===== config.mk =====
export PLATFORM = sky130hd
export DESIGN_NAME = ttio_icb_ctrl
export DESIGN_NICKNAME = d
export VERILOG_FILES = /design/src/rtl/ttio_icb_ctrl.sv
export SDC_FILE = /design/constraint.sdc
export NUM_CORES = 1
export LEC_CHECK = 0
export BUFFER_PORTS_ARGS = -buffer_cell sky130_fd_sc_hd__buf_2
export CAP_MARGIN = 15
export CORE_MARGIN = 2
export CORE_UTILIZATION = 50
export DETAILED_ROUTE_END_ITERATION = 7
export GPL_ROUTABILITY_DRIVEN = 1
export PLACE_DENSITY = 0.78
export SLEW_MARGIN = 20
export SYNTH_ARGS = -nofsm -noshare
export SYNTH_HDL_FRONTEND = slang
export SYNTH_SLANG_ARGS = --single-unit

===== constraint.sdc =====
create_clock -name clk -period 7.81 [get_ports clk]
set_clock_uncertainty 0.1 [all_clocks]
set_input_delay 1.1715 -clock clk [delete_from_list [all_inputs] [get_ports clk]]
set_output_delay 1.1715 -clock clk [all_outputs]
set_load 0.01 [all_outputs]

===== src/rtl/ttio_icb_ctrl.sv =====
// TTIO ICB bridge: buffers TTIO commands, tracks outstanding LSU-ctrl transactions
// and returns every response as an aligned, extended long-pipe write-back beat.
module ttio_icb_ctrl #(
  parameter int CMD_DEPTH  = 2,
  parameter int OUTS_DEPTH = 2,
  parameter int AW         = 32,
  parameter int XW         = 32,
  parameter int ITAG_W     = 1
) (
  input  logic              clk,
  input  logic              rst,

  input  logic              ttio_icb_cmd_valid,
  output logic              ttio_icb_cmd_ready,
  input  logic [AW-1:0]     ttio_icb_cmd_addr,
  input  logic              ttio_icb_cmd_read,
  input  logic [XW-1:0]     ttio_icb_cmd_wdata,
  input  logic [XW/8-1:0]   ttio_icb_cmd_wmask,
  input  logic [1:0]        ttio_icb_cmd_size,
  input  logic              ttio_icb_cmd_usign,
  input  logic [ITAG_W-1:0] ttio_icb_cmd_itag,

  output logic              lsu_icb_cmd_valid,
  input  logic              lsu_icb_cmd_ready,
  output logic [AW-1:0]     lsu_icb_cmd_addr,
  output logic              lsu_icb_cmd_read,
  output logic [XW-1:0]     lsu_icb_cmd_wdata,
  output logic [XW/8-1:0]   lsu_icb_cmd_wmask,
  output logic [1:0]        lsu_icb_cmd_size,

  input  logic              lsu_icb_rsp_valid,
  output logic              lsu_icb_rsp_ready,
  input  logic              lsu_icb_rsp_err,
  input  logic [XW-1:0]     lsu_icb_rsp_rdata,

  output logic              lwbck_valid,
  input  logic              lwbck_ready,
  output logic [XW-1:0]     lwbck_wdat,
  output logic              lwbck_err,
  output logic [ITAG_W-1:0] lwbck_itag,

  output logic              ctrl_busy,
  output logic              prot_err
);

  // Pointers carry one extra wrap bit; slot index widths never drop below 1.
  localparam int CPW = $clog2(CMD_DEPTH) + 1;
  localparam int CIW = (CMD_DEPTH > 1) ? $clog2(CMD_DEPTH) : 1;
  localparam int OPW = $clog2(OUTS_DEPTH) + 1;
  localparam int OIW = (OUTS_DEPTH > 1) ? $clog2(OUTS_DEPTH) : 1;

  logic [AW-1:0]     cmd_addr_q  [1<<CIW];
  logic              cmd_read_q  [1<<CIW];
  logic [XW-1:0]     cmd_wdata_q [1<<CIW];
  logic [XW/8-1:0]   cmd_wmask_q [1<<CIW];
  logic [1:0]        cmd_size_q  [1<<CIW];
  logic              cmd_usign_q [1<<CIW];
  logic [ITAG_W-1:0] cmd_itag_q  [1<<CIW];

  logic [CPW-1:0] cmd_wptr, cmd_rptr;
  logic [CIW-1:0] cmd_widx, cmd_ridx;
  logic           cmd_empty, cmd_full, cmd_push, cmd_pop;

  logic [ITAG_W-1:0] outs_itag_q  [1<<OIW];
  logic              outs_read_q  [1<<OIW];
  logic [1:0]        outs_lo_q    [1<<OIW];
  logic [1:0]        outs_size_q  [1<<OIW];
  logic              outs_usign_q [1<<OIW];

  logic [OPW-1:0] outs_wptr, outs_rptr;
  logic [OIW-1:0] outs_widx, outs_ridx;
  logic           outs_empty, outs_full, outs_push, outs_pop;

  logic [ITAG_W-1:0] head_itag;
  logic              head_read, head_usign;
  logic [1:0]        head_lo, head_size;
  logic [XW-1:0]     rsp_sh, load_data;
  logic              ext_bit;

  // A wrap-bit pointer difference equal to the depth is the same as
  // "MSBs differ, remaining bits equal", and also covers a depth of 1.
  assign cmd_empty = (cmd_wptr == cmd_rptr);
  assign cmd_full  = ((cmd_wptr - cmd_rptr) == CPW'(CMD_DEPTH));
  assign cmd_widx  = CIW'(cmd_wptr);
  assign cmd_ridx  = CIW'(cmd_rptr);

  assign outs_empty = (outs_wptr == outs_rptr);
  assign outs_full  = ((outs_wptr - outs_rptr) == OPW'(OUTS_DEPTH));
  assign outs_widx  = OIW'(outs_wptr);
  assign outs_ridx  = OIW'(outs_rptr);

  assign ttio_icb_cmd_ready = ~cmd_full;
  assign cmd_push           = ttio_icb_cmd_valid & ttio_icb_cmd_ready;

  assign lsu_icb_cmd_valid = ~cmd_empty & ~outs_full;
  assign lsu_icb_cmd_addr  = cmd_addr_q[cmd_ridx];
  assign lsu_icb_cmd_read  = cmd_read_q[cmd_ridx];
  assign lsu_icb_cmd_wdata = cmd_wdata_q[cmd_ridx];
  assign lsu_icb_cmd_wmask = cmd_wmask_q[cmd_ridx];
  assign lsu_icb_cmd_size  = cmd_size_q[cmd_ridx];
  assign cmd_pop           = lsu_icb_cmd_valid & lsu_icb_cmd_ready;
  assign outs_push         = cmd_pop;

  assign lwbck_valid       = lsu_icb_rsp_valid & ~outs_empty;
  assign lsu_icb_rsp_ready = lwbck_ready | outs_empty;
  assign outs_pop          = lsu_icb_rsp_valid & lwbck_ready & ~outs_empty;

  assign ctrl_busy = ~cmd_empty | ~outs_empty;

  always_ff @(posedge clk) begin
    if (rst) begin
      cmd_wptr <= '0;
      cmd_rptr <= '0;
    end else begin
      if (cmd_push) cmd_wptr <= cmd_wptr + CPW'(1);
      if (cmd_pop)  cmd_rptr <= cmd_rptr + CPW'(1);
    end
  end

  always_ff @(posedge clk) begin
    if (cmd_push) begin
      cmd_addr_q[cmd_widx]  <= ttio_icb_cmd_addr;
      cmd_read_q[cmd_widx]  <= ttio_icb_cmd_read;
      cmd_wdata_q[cmd_widx] <= ttio_icb_cmd_wdata;
      cmd_wmask_q[cmd_widx] <= ttio_icb_cmd_wmask;
      cmd_size_q[cmd_widx]  <= ttio_icb_cmd_size;
      cmd_usign_q[cmd_widx] <= ttio_icb_cmd_usign;
      cmd_itag_q[cmd_widx]  <= ttio_icb_cmd_itag;
    end
  end

  always_ff @(posedge clk) begin
    if (rst) begin
      outs_wptr <= '0;
      outs_rptr <= '0;
    end else begin
      if (outs_push) outs_wptr <= outs_wptr + OPW'(1);
      if (outs_pop)  outs_rptr <= outs_rptr + OPW'(1);
    end
  end

  always_ff @(posedge clk) begin
    if (outs_push) begin
      outs_itag_q[outs_widx]  <= cmd_itag_q[cmd_ridx];
      outs_read_q[outs_widx]  <= cmd_read_q[cmd_ridx];
      outs_lo_q[outs_widx]    <= cmd_addr_q[cmd_ridx][1:0];
      outs_size_q[outs_widx]  <= cmd_size_q[cmd_ridx];
      outs_usign_q[outs_widx] <= cmd_usign_q[cmd_ridx];
    end
  end

  assign head_itag  = outs_itag_q[outs_ridx];
  assign head_read  = outs_read_q[outs_ridx];
  assign head_lo    = outs_lo_q[outs_ridx];
  assign head_size  = outs_size_q[outs_ridx];
  assign head_usign = outs_usign_q[outs_ridx];

  // Shift the addressed byte lane down to bit 0, then extend to the access size.
  always_comb begin
    rsp_sh    = lsu_icb_rsp_rdata >> {head_lo, 3'b000};
    ext_bit   = 1'b0;
    load_data = rsp_sh;
    case (head_size)
      2'b00: begin
        ext_bit   = ~head_usign & rsp_sh[7];
        load_data = {{(XW-8){ext_bit}}, rsp_sh[7:0]};
      end
      2'b01: begin
        ext_bit   = ~head_usign & rsp_sh[15];
        load_data = {{(XW-16){ext_bit}}, rsp_sh[15:0]};
      end
      default: load_data = rsp_sh;
    endcase
  end

  assign lwbck_wdat = head_read ? load_data : '0;
  assign lwbck_err  = lsu_icb_rsp_err;
  assign lwbck_itag = head_itag;

  // A response with nothing outstanding is accepted and dropped; only reset clears the flag.
  always_ff @(posedge clk) begin
    if (rst) begin
      prot_err <= 1'b0;
    end else if (lsu_icb_rsp_valid & outs_empty) begin
      prot_err <= 1'b1;
    end
  end

endmodule

Yosys cells after proc, flatten, opt, wreduce, memory -nomap -nowiden --
Memories as Yosys holds them, arrays and structs flattened. A register that Yosys moved wholly into a read port is not among the register bits. Cells that the tools add are included.
Storage, ports and cells: register bits after elaboration 9, logic and storage cells 76, memories 12, bits in writable memories 160, output and inout bits 111, input bits 112
Memory list:
- cmd_addr_q | words 2, bits a word 32, rd ports 1, clocked after memory_dff 1, write ports 1, RTL line 52 | logic [AW-1:0] cmd_addr_q [1<<CIW];
- cmd_wdata_q | words 2, bits a word 32, rd ports 1, clocked after memory_dff 1, write ports 1, RTL line 54 | logic [XW-1:0] cmd_wdata_q [1<<CIW];
- cmd_wmask_q | words 2, bits a word 4, rd ports 1, clocked after memory_dff 1, write ports 1, RTL line 55 | logic [XW/8-1:0] cmd_wmask_q [1<<CIW];
- cmd_size_q | words 2, bits a word 2, rd ports 1, clocked after memory_dff 1, write ports 1, RTL line 56 | logic [1:0] cmd_size_q [1<<CIW];
- outs_lo_q | words 2, bits a word 2, rd ports 1, clocked after memory_dff 1, write ports 1, RTL line 66 | logic [1:0] outs_lo_q [1<<OIW];
- outs_size_q | words 2, bits a word 2, rd ports 1, clocked after memory_dff 1, write ports 1, RTL line 67 | logic [1:0] outs_size_q [1<<OIW];
- +6 memories
Operators by class: add/sub/neg operators 6, reduce and logical (&&, ||, !) cells 1, multiplexer cells 30, shift-type cells 1, bitwise logic cells 16, equal/unequal tests 5
Operators by type and width (number):
- one-hot mux 32 bit (2 select lines) | 1
- two-way mux 32 bit | 1
- right shift 32 x 5 -> 32 bit | 1
- two-way mux 1 bit | 28
- bitwise AND 1 bit | 9
- adder 2 x 1 -> 2 bit, second input constant | 4
- inverter 1 bit | 5
- equality test 2 bit | 2
- equality test 2 bit, second input constant | 2
- subtractor 2 bit | 2
- equality test 2 x 1 -> 1 bit, second input constant | 1
- zero test 2 bit | 1
- OR 1 bit | 2

Depth between registers and ports, before layout --
Gate-level depths: netlist of run 1.
depth in word-level cells 7, depth in mapped cells 7, gate-level depth less buffers 5

Worst setup path after synthesis of run 1 --
Ideal clock, no wire load.
path type input to register, start point in ttio_icb_cmd_valid, end point mem cmd_addr_q[0][0] (enable), data arrival time 4.293 ns, path slack 2.913 ns, required time 7.206 ns, buffers on the path 0, library setup time 0.504 ns, cell stages on the path 2, cells stage by stage nand2_1 nor2_1
Between the ends: word-level cells in the longest chain between the ends 3
Ends and longest elaborated chain:
- start, declared | RTL line 13 | input logic ttio_icb_cmd_valid,
- bitwise AND 1 bit | RTL line 93 | assign cmd_push = ttio_icb_cmd_valid & ttio_icb_cmd_ready;
- two-way mux 1 bit | RTL line 121 | if (cmd_push) begin
- two-way mux 1 bit (implied by the code) | RTL line 122 | cmd_addr_q[cmd_widx] <= ttio_icb_cmd_addr;
- end, declared | RTL line 52
Every way passes these cells.

==> reports/summary.txt, run 1 <==
worst hold path class = reg2reg
syn_nets = 543
worst vdd ir = 0.195 mV
max incr delay on CP = 0.98 ns
largest net degree at the start of global routing = 75
Die X = 123 µm
worst skew pair latency = 0.41 ns
Routed WL = 14.9 mm
Tcrit/Tclk final = 0.663
final count of hold timing violations = 0
hold buffers post-CTS = 0
total gr overflow = 0
Crit path max-delay family = multiplexers
Power Density = 346 nW/µm²
CP bufs+invs = 1
Power, Total = 3.08 mW
layout cells sized above 1 = 0.526
hold path startpoint = outs_rptr[1]
Worst R2R Start = cmd_wptr[0]
vias in the first global route = 4,438
maxcap violations = 0
clock sink total = 171
synthesized area = 7090 µm²
row count = 43
Clk pin slew, worst setup/hold paths = 0.06 ns
Starting Density = 0.511
CP arrival = 3.91 ns
Post-synth top flop = edfxtp_1
Least-Margin Pin Slew = 1.05 ns
crit-path cells = mux2i_4 > mux2i_1 > a22oi_2 > a221oi_4 > nor3_1 > buf_2
RSZ-0062 raised after global routing = false
pre-CTS WS = 3.08 ns
CP max-delay cell = mux2i_4
CP Capture Type = output port
Worst Reg-to-Reg Cells = 5
Slew HR = 0.286
fin nets = 762
CP required = 6.54 ns
critical-path maximum fanout = 26
core outline area = 13,900 µm²
number of buffers added on ports = 220
Synth async-reset ratio = 0
DR WL/cell = 17.6 µm
P_leak = 3.47 nW
antenna violations before repair = 2
CTS tree = built
worst r2r dst = cmd_wdata_q[0][17]
Worst setup endpoint = lwbck_wdat[20]
EDFF count, synth = 160
setup violators final = 0
Total Neg Setup Slack = 0 ns
Mapped Cells = 431
Unique masters post-synth = 32
max-slew violation count = 0
post-DP HPWL = 10.2 mm
multi-input logic area = 1980 µm²
initial DRC count = 230
sequential area share after synthesis = 0.709
# resized after CTS = 0
routed vias/inst = 5.33
Seq. cell area = 5030 µm²
Post-CTS Setup Repair Bufs = 0
Worst setup SP type = flip-flop
R2R setup slack = 5.50 ns
Mean Syn Cell Area = 16.5 µm²
Ports = 223
Die ar. = 15,200 µm²
H-tree levels = 4
status = finished clean
minimum clock period = 5.18 ns
TritonRoute pass-1 iters = 5
Post-DRT Antenna Nets = 0
Longest Clk Path Bufs = 2
global placer's final weighted congestion = 0.781
Crit. path cell count = 6
# fillers = 1,030
first-pass GRT wire length = 21.7 mm
Final WS setup = 2.63 ns
Max Clock Freq = 193 MHz
cts bufs inserted = 17
Die Y-Extent = 123 µm
#FFs+latches synth = 171
fin area = 8920 µm²
Total GRT Usage = 0.192
DRC violations left = 0
YS warnings = 0
type of the worst setup path = reg2out
vias = 4,499
area delta synth->final = 25.8%
Root Buffer = clkbuf_16
placed cell area = 8360 µm²
state kept, by name (all words and copies together) (netlist names), 4 cells and up, named ones only:
| signal | flops |
|---|---|
| cmd_addr_q | 64 |
| cmd_wdata_q | 64 |
| cmd_wmask_q | 8 |
| cmd_size_q | 4 |
| outs_lo_q | 4 |
| outs_size_q | 4 |
Yosys cell counts, types with 3 or more instances:
cell type  count  area, µm²
edfxtp_1     160       4800
mux2_2        82        923
a21oi_1       28        140
nor2_1        25       93.8
mux2i_1       17        170
clkbuf_1      15       56.3
nand2_1       13       48.8
dfxtp_1       11        220
nor3_2        10        100
a211oi_1       9       67.6
xor2_1         9       78.8
a2bb2oi_1      8       70.1
nor3_1         7       35.0
nor2b_1        5       31.3
buf_2          3       15.0
nand2b_1       3       18.8
xnor2_1        3       26.3
per-stage QoR:
stage                     hold WS [ns]  cells  utilization
after floorplan                  0.398    431            -
after global placement           0.345    811        0.603
after detailed placement         0.422    811        0.603
after CTS                        0.441    843        0.642
after global routing             0.467    844        0.643
final                            0.435    844        0.643
worst min-delay path by stage:
stage                        end  slack, ns  depth (start not counted)
finish              outs_rptr[1]       0.44                          2
global route         cmd_rptr[1]       0.47                          2
CTS                 outs_rptr[1]       0.44                          2
detailed placement  outs_rptr[1]       0.42                          2
global placement        prot_err       0.35                          2
floorplan            cmd_rptr[1]       0.40                          2
placed cells by master (no fill, tap or decap), types with 7 or more instances in the layout:
| master | netlist | layout |
|---|---|---|
| buf_2 | 3 | 220 |
| edfxtp_1 | 160 | 160 |
| mux2_2 | 82 | 82 |
| a21oi_1 | 28 | 28 |
| nor2_1 | 25 | 24 |
| clkbuf_16 | 0 | 17 |
| mux2i_1 | 17 | 16 |
| nand2_1 | 13 | 13 |
| nor3_2 | 10 | 10 |
| dfxtp_1 | 11 | 10 |
| a211oi_1 | 9 | 9 |
| xor2_1 | 9 | 9 |
| a2bb2oi_1 | 8 | 8 |
| nor3_1 | 7 | 7 |
power by group:
group / internal [mW] / switching [mW] / leakage [nW]
clock: 0.441 / 0.336 / 0.262
sequential: 1.18 / 0.111 / 1.58
combinational: 0.469 / 0.552 / 1.62
total: 2.09 / 0.999 / 3.47
routing by layer:
| metal | part of all wire | track usage | wire (µm) | up-vias |
|---|---|---|---|---|
| met3 | 0.10 | 0.0844 | 1500 | 11 |
| met2 | 0.53 | 0.354 | 7850 | 206 |
| met4 | 0.0079 | 0.0597 | 118 | 2 |
| met5 | 0.00074 | 0 | 11 | - |
| met1 | 0.36 | 0.193 | 5370 | 2182 |
| li1 | - | - | - | 2098 |
cells by family (layout without fill, tap and decap cells):
logic type,after synthesis,after routing,synth area share
buffers and inverters,25,257,0.0159
xor gates and xnor gates,12,12,0.0148
DFF,171,171,0.709
and+or+nand+nor,70,70,0.0520
muxes,100,100,0.157
other,0,1,0
AOI/OAI and AO/OA,53,53,0.0513
layout make-up:
cell class                 instances  area share
sequential                       171       0.564
multi-input combinational        235       0.222
timing repair buffer             223       0.126
clock buffer                      19      0.0485
tap                              180      0.0252
clock inverter                    13      0.0135
inverter                           2    0.000842
antenna                            1    0.000281
worst register-to-register path, delay by kind of cell (launching register included):
family,cells,cell delay (ns)
simple gates,3,0.40
buf+inv,1,0.73
flops,1,0.44
xor+xnor,1,0.23
(Power assumes the default switching activity.)
==> run 2, diff against run 1 <==
==> constraint.sdc (replaced) <==
create_clock -name clk -period 5.1 [get_ports clk]
set_clock_uncertainty 0.1 [all_clocks]
set_input_delay 0.765 -clock clk [delete_from_list [all_inputs] [get_ports clk]]
set_output_delay 0.765 -clock clk [all_outputs]
set_load 0.01 [all_outputs]
==> run 2 against run 1 <==
Compared with the run above: utilization rose by 0.072 points; cell count fell by 0.24%; design area rose by 0.11%; setup slack got worse by 2.0 ns; sequential cell count did not move; combinational power rose by 53%.
==> reports/summary.txt, run 2 (synthesis gave the netlist of run 1 again) <==
Die ar. = 15,200 µm² (unchanged)
cts bufs inserted = 17 (unchanged)
Worst setup SP type = flip-flop
Die Y-Extent = 123 µm (unchanged)
Root Buffer = clkbuf_16
Worst R2R Start = cmd_wptr[0]
clock sink total = 171 (unchanged)
type of the worst setup path = reg2out
Post-DRT Antenna Nets = 0 (unchanged)
most frequent cells in the layout = buf_2 (220), edfxtp_1 (160), mux2_2 (82)
Power Density = 531 nW/µm² (+53%)
R2R setup slack = 2.71 ns (-2.79 ns)
worst skew pair latency = 0.41 ns (about the same)
core outline area = 13,900 µm² (unchanged)
Ports = 223 (unchanged)
Routed WL = 14.3 mm (-4.0%)
number of buffers added on ports = 220 (unchanged)
placed cell area = 8370 µm² (about the same)
area delta synth->final = 25.9%
post-DP HPWL = 9.82 mm (-4.1%)
CTS tree = built
routed vias/inst = 5.26 (-1.3%)
Tcrit/Tclk final = 0.868
total gr overflow = 0 (unchanged)
DR WL/cell = 16.9 µm (-3.7%)
most common cell after layout, fill and taps aside = buf_2
fin nets = 762 (unchanged)
final count of hold timing violations = 0 (unchanged)
number of diodes = 0 (-1)
Clk pin slew, worst setup/hold paths = 0.07 ns (about the same)
layout cells sized above 1 = 0.533 (+0.00684)
fin area = 8930 µm² (+0.11%)
maxcap violations = 0 (unchanged)
max incr delay on CP = 0.84 ns (-0.14 ns)
vias in the first global route = 4,393 (-1.0%)
global placer's final weighted congestion = 0.769 (-1.5%)
hold depth = 2 (unchanged)
Max Clock Freq = 226 MHz
CP required = 4.24 ns (-2.30 ns)
DRC violations left = 0 (unchanged)
hold buffers post-CTS = 0 (unchanged)
status = finished clean
antenna violations before repair = 1 (-1)
RSZ-0062 raised after global routing = false
critical-path maximum fanout = 26 (unchanged)
worst r2r dst = cmd_wdata_q[0][14]
first-pass GRT wire length = 20.8 mm (-4.0%)
initial DRC count = 220 (-4.3%)
CP Capture Type = output port
max-slew violation count = 0 (unchanged)
Total Neg Setup Slack = 0 ns (unchanged)
Post-CTS Setup Repair Bufs = 0 (unchanged)
Worst Reg-to-Reg Cells = 5 (unchanged)
row count = 43 (unchanged)
# resized after CTS = 0 (unchanged)
vias = 4,428 (-1.6%)
registers with the most flip-flops = cmd_addr_q (64), cmd_wdata_q (64), cmd_wmask_q (8)
Starting Density = 0.511 (unchanged)
crit-path cells = mux2i_4 > buf_4 > mux2i_1 > a22oi_2 > a221oi_4 > nor3_1 > buf_2
P_leak = 3.49 nW (+0.58%)
largest net degree at the start of global routing = 75 (unchanged)
minimum clock period = 4.43 ns
TritonRoute pass-1 iters = 5 (unchanged)
H-tree levels = 4 (unchanged)
worst vdd ir = 0.324 mV (+66%)
Hold EP = prot_err
CP max-delay cell = a221oi_4
Longest Clk Path Bufs = 2 (unchanged)
CP arrival = 3.56 ns (-0.35 ns)
Least-Margin Pin Slew = 1.06 ns (+0.0107 ns)
Slew HR = 0.279 (-0.00728)
Total GRT Usage = 0.182 (-0.00983)
worst hold path class = reg2reg
setup violators final = 0 (unchanged)
hold path startpoint = prot_err
Die X = 123 µm (unchanged)
run 2: cell types whose count changed in the layout (fill, tap and decap cells not counted):
cell,before,now
clkbuf_1,2,0
mux2i_1,16,15
inv_8,1,2
clkinv_2,0,2
mux2i_2,0,1
diode_2,1,0
clkinv_4,5,3
clkinvlp_4,2,0
inv_6,1,5
clkinv_1,3,1
run 2: critical path, delay by kind of cell (launching register included):
kind | cells | cell delay, ns
AOI/OAI and AO/OA | 2 | 1.00
muxes | 2 | 0.63
buffers and inverters | 2 | 0.56
and+or+nand+nor | 1 | 0.16
DFF | 1 | 0.81
run 2: cell type report:
| class | instances | area, µm² |
|---|---|---|
| clock buffer | 17 | 425 |
| clock inverter | 14 | 136 |
| fill | 1038 | 4950 |
| inverter | 2 | 7.51 |
| multi-input combinational | 235 | 1980 |
| sequential | 171 | 5030 |
| tap | 180 | 225 |
| timing repair buffer | 223 | 1120 |
run 2: worst max-delay path by stage:
stage	slack, ns	start	cells past startpoint	end
floorplan	0.57	cmd_wptr[0]	4	cmd_addr_q[0][0]
global placement	1.28	flip-flop	7	lwbck_wdat[18]
detailed placement	1.10	flip-flop	7	lwbck_wdat[19]
CTS	0.66	flip-flop	7	lwbck_wdat[19]
global route	0.48	flip-flop	7	lwbck_wdat[20]
finish	0.67	flip-flop	7	lwbck_wdat[19]
run 2: report_power, final:
group | switching, mW | internal (mW)
Sequential | 0.169 | 1.80
Combinational | 0.846 | 0.717
Clock | 0.525 | 0.682
run 2: per-stage QoR:
| stage | util | setup WS [ns] | power (mW) | cells | hold WS, ns |
|---|---|---|---|---|---|
| 2_1_floorplan | - | 0.566 | 3.01 | 431 | 0.398 |
| 3_3_place_gp | 0.603 | 1.28 | 3.52 | 811 | 0.345 |
| 6_report | 0.643 | 0.671 | 4.74 | 842 | 0.381 |
| 4_1_cts | 0.643 | 0.665 | 4.78 | 842 | 0.383 |
| 3_5_place_dp | 0.603 | 1.10 | 3.56 | 811 | 0.366 |
| 5_1_grt | 0.643 | 0.481 | 4.97 | 842 | 0.415 |
run 2: layer usage:
| layer | vias to the layer above | global-route usage | share of wire |
|---|---|---|---|
| li1 | 2094 | - | - |
| met1 | 2132 | 0.187 | 0.37 |
| met2 | 189 | 0.333 | 0.52 |
| met3 | 11 | 0.0770 | 0.10 |
| met4 | 2 | 0.0561 | 0.0068 |
| met5 | - | 0 | 0.00091 |
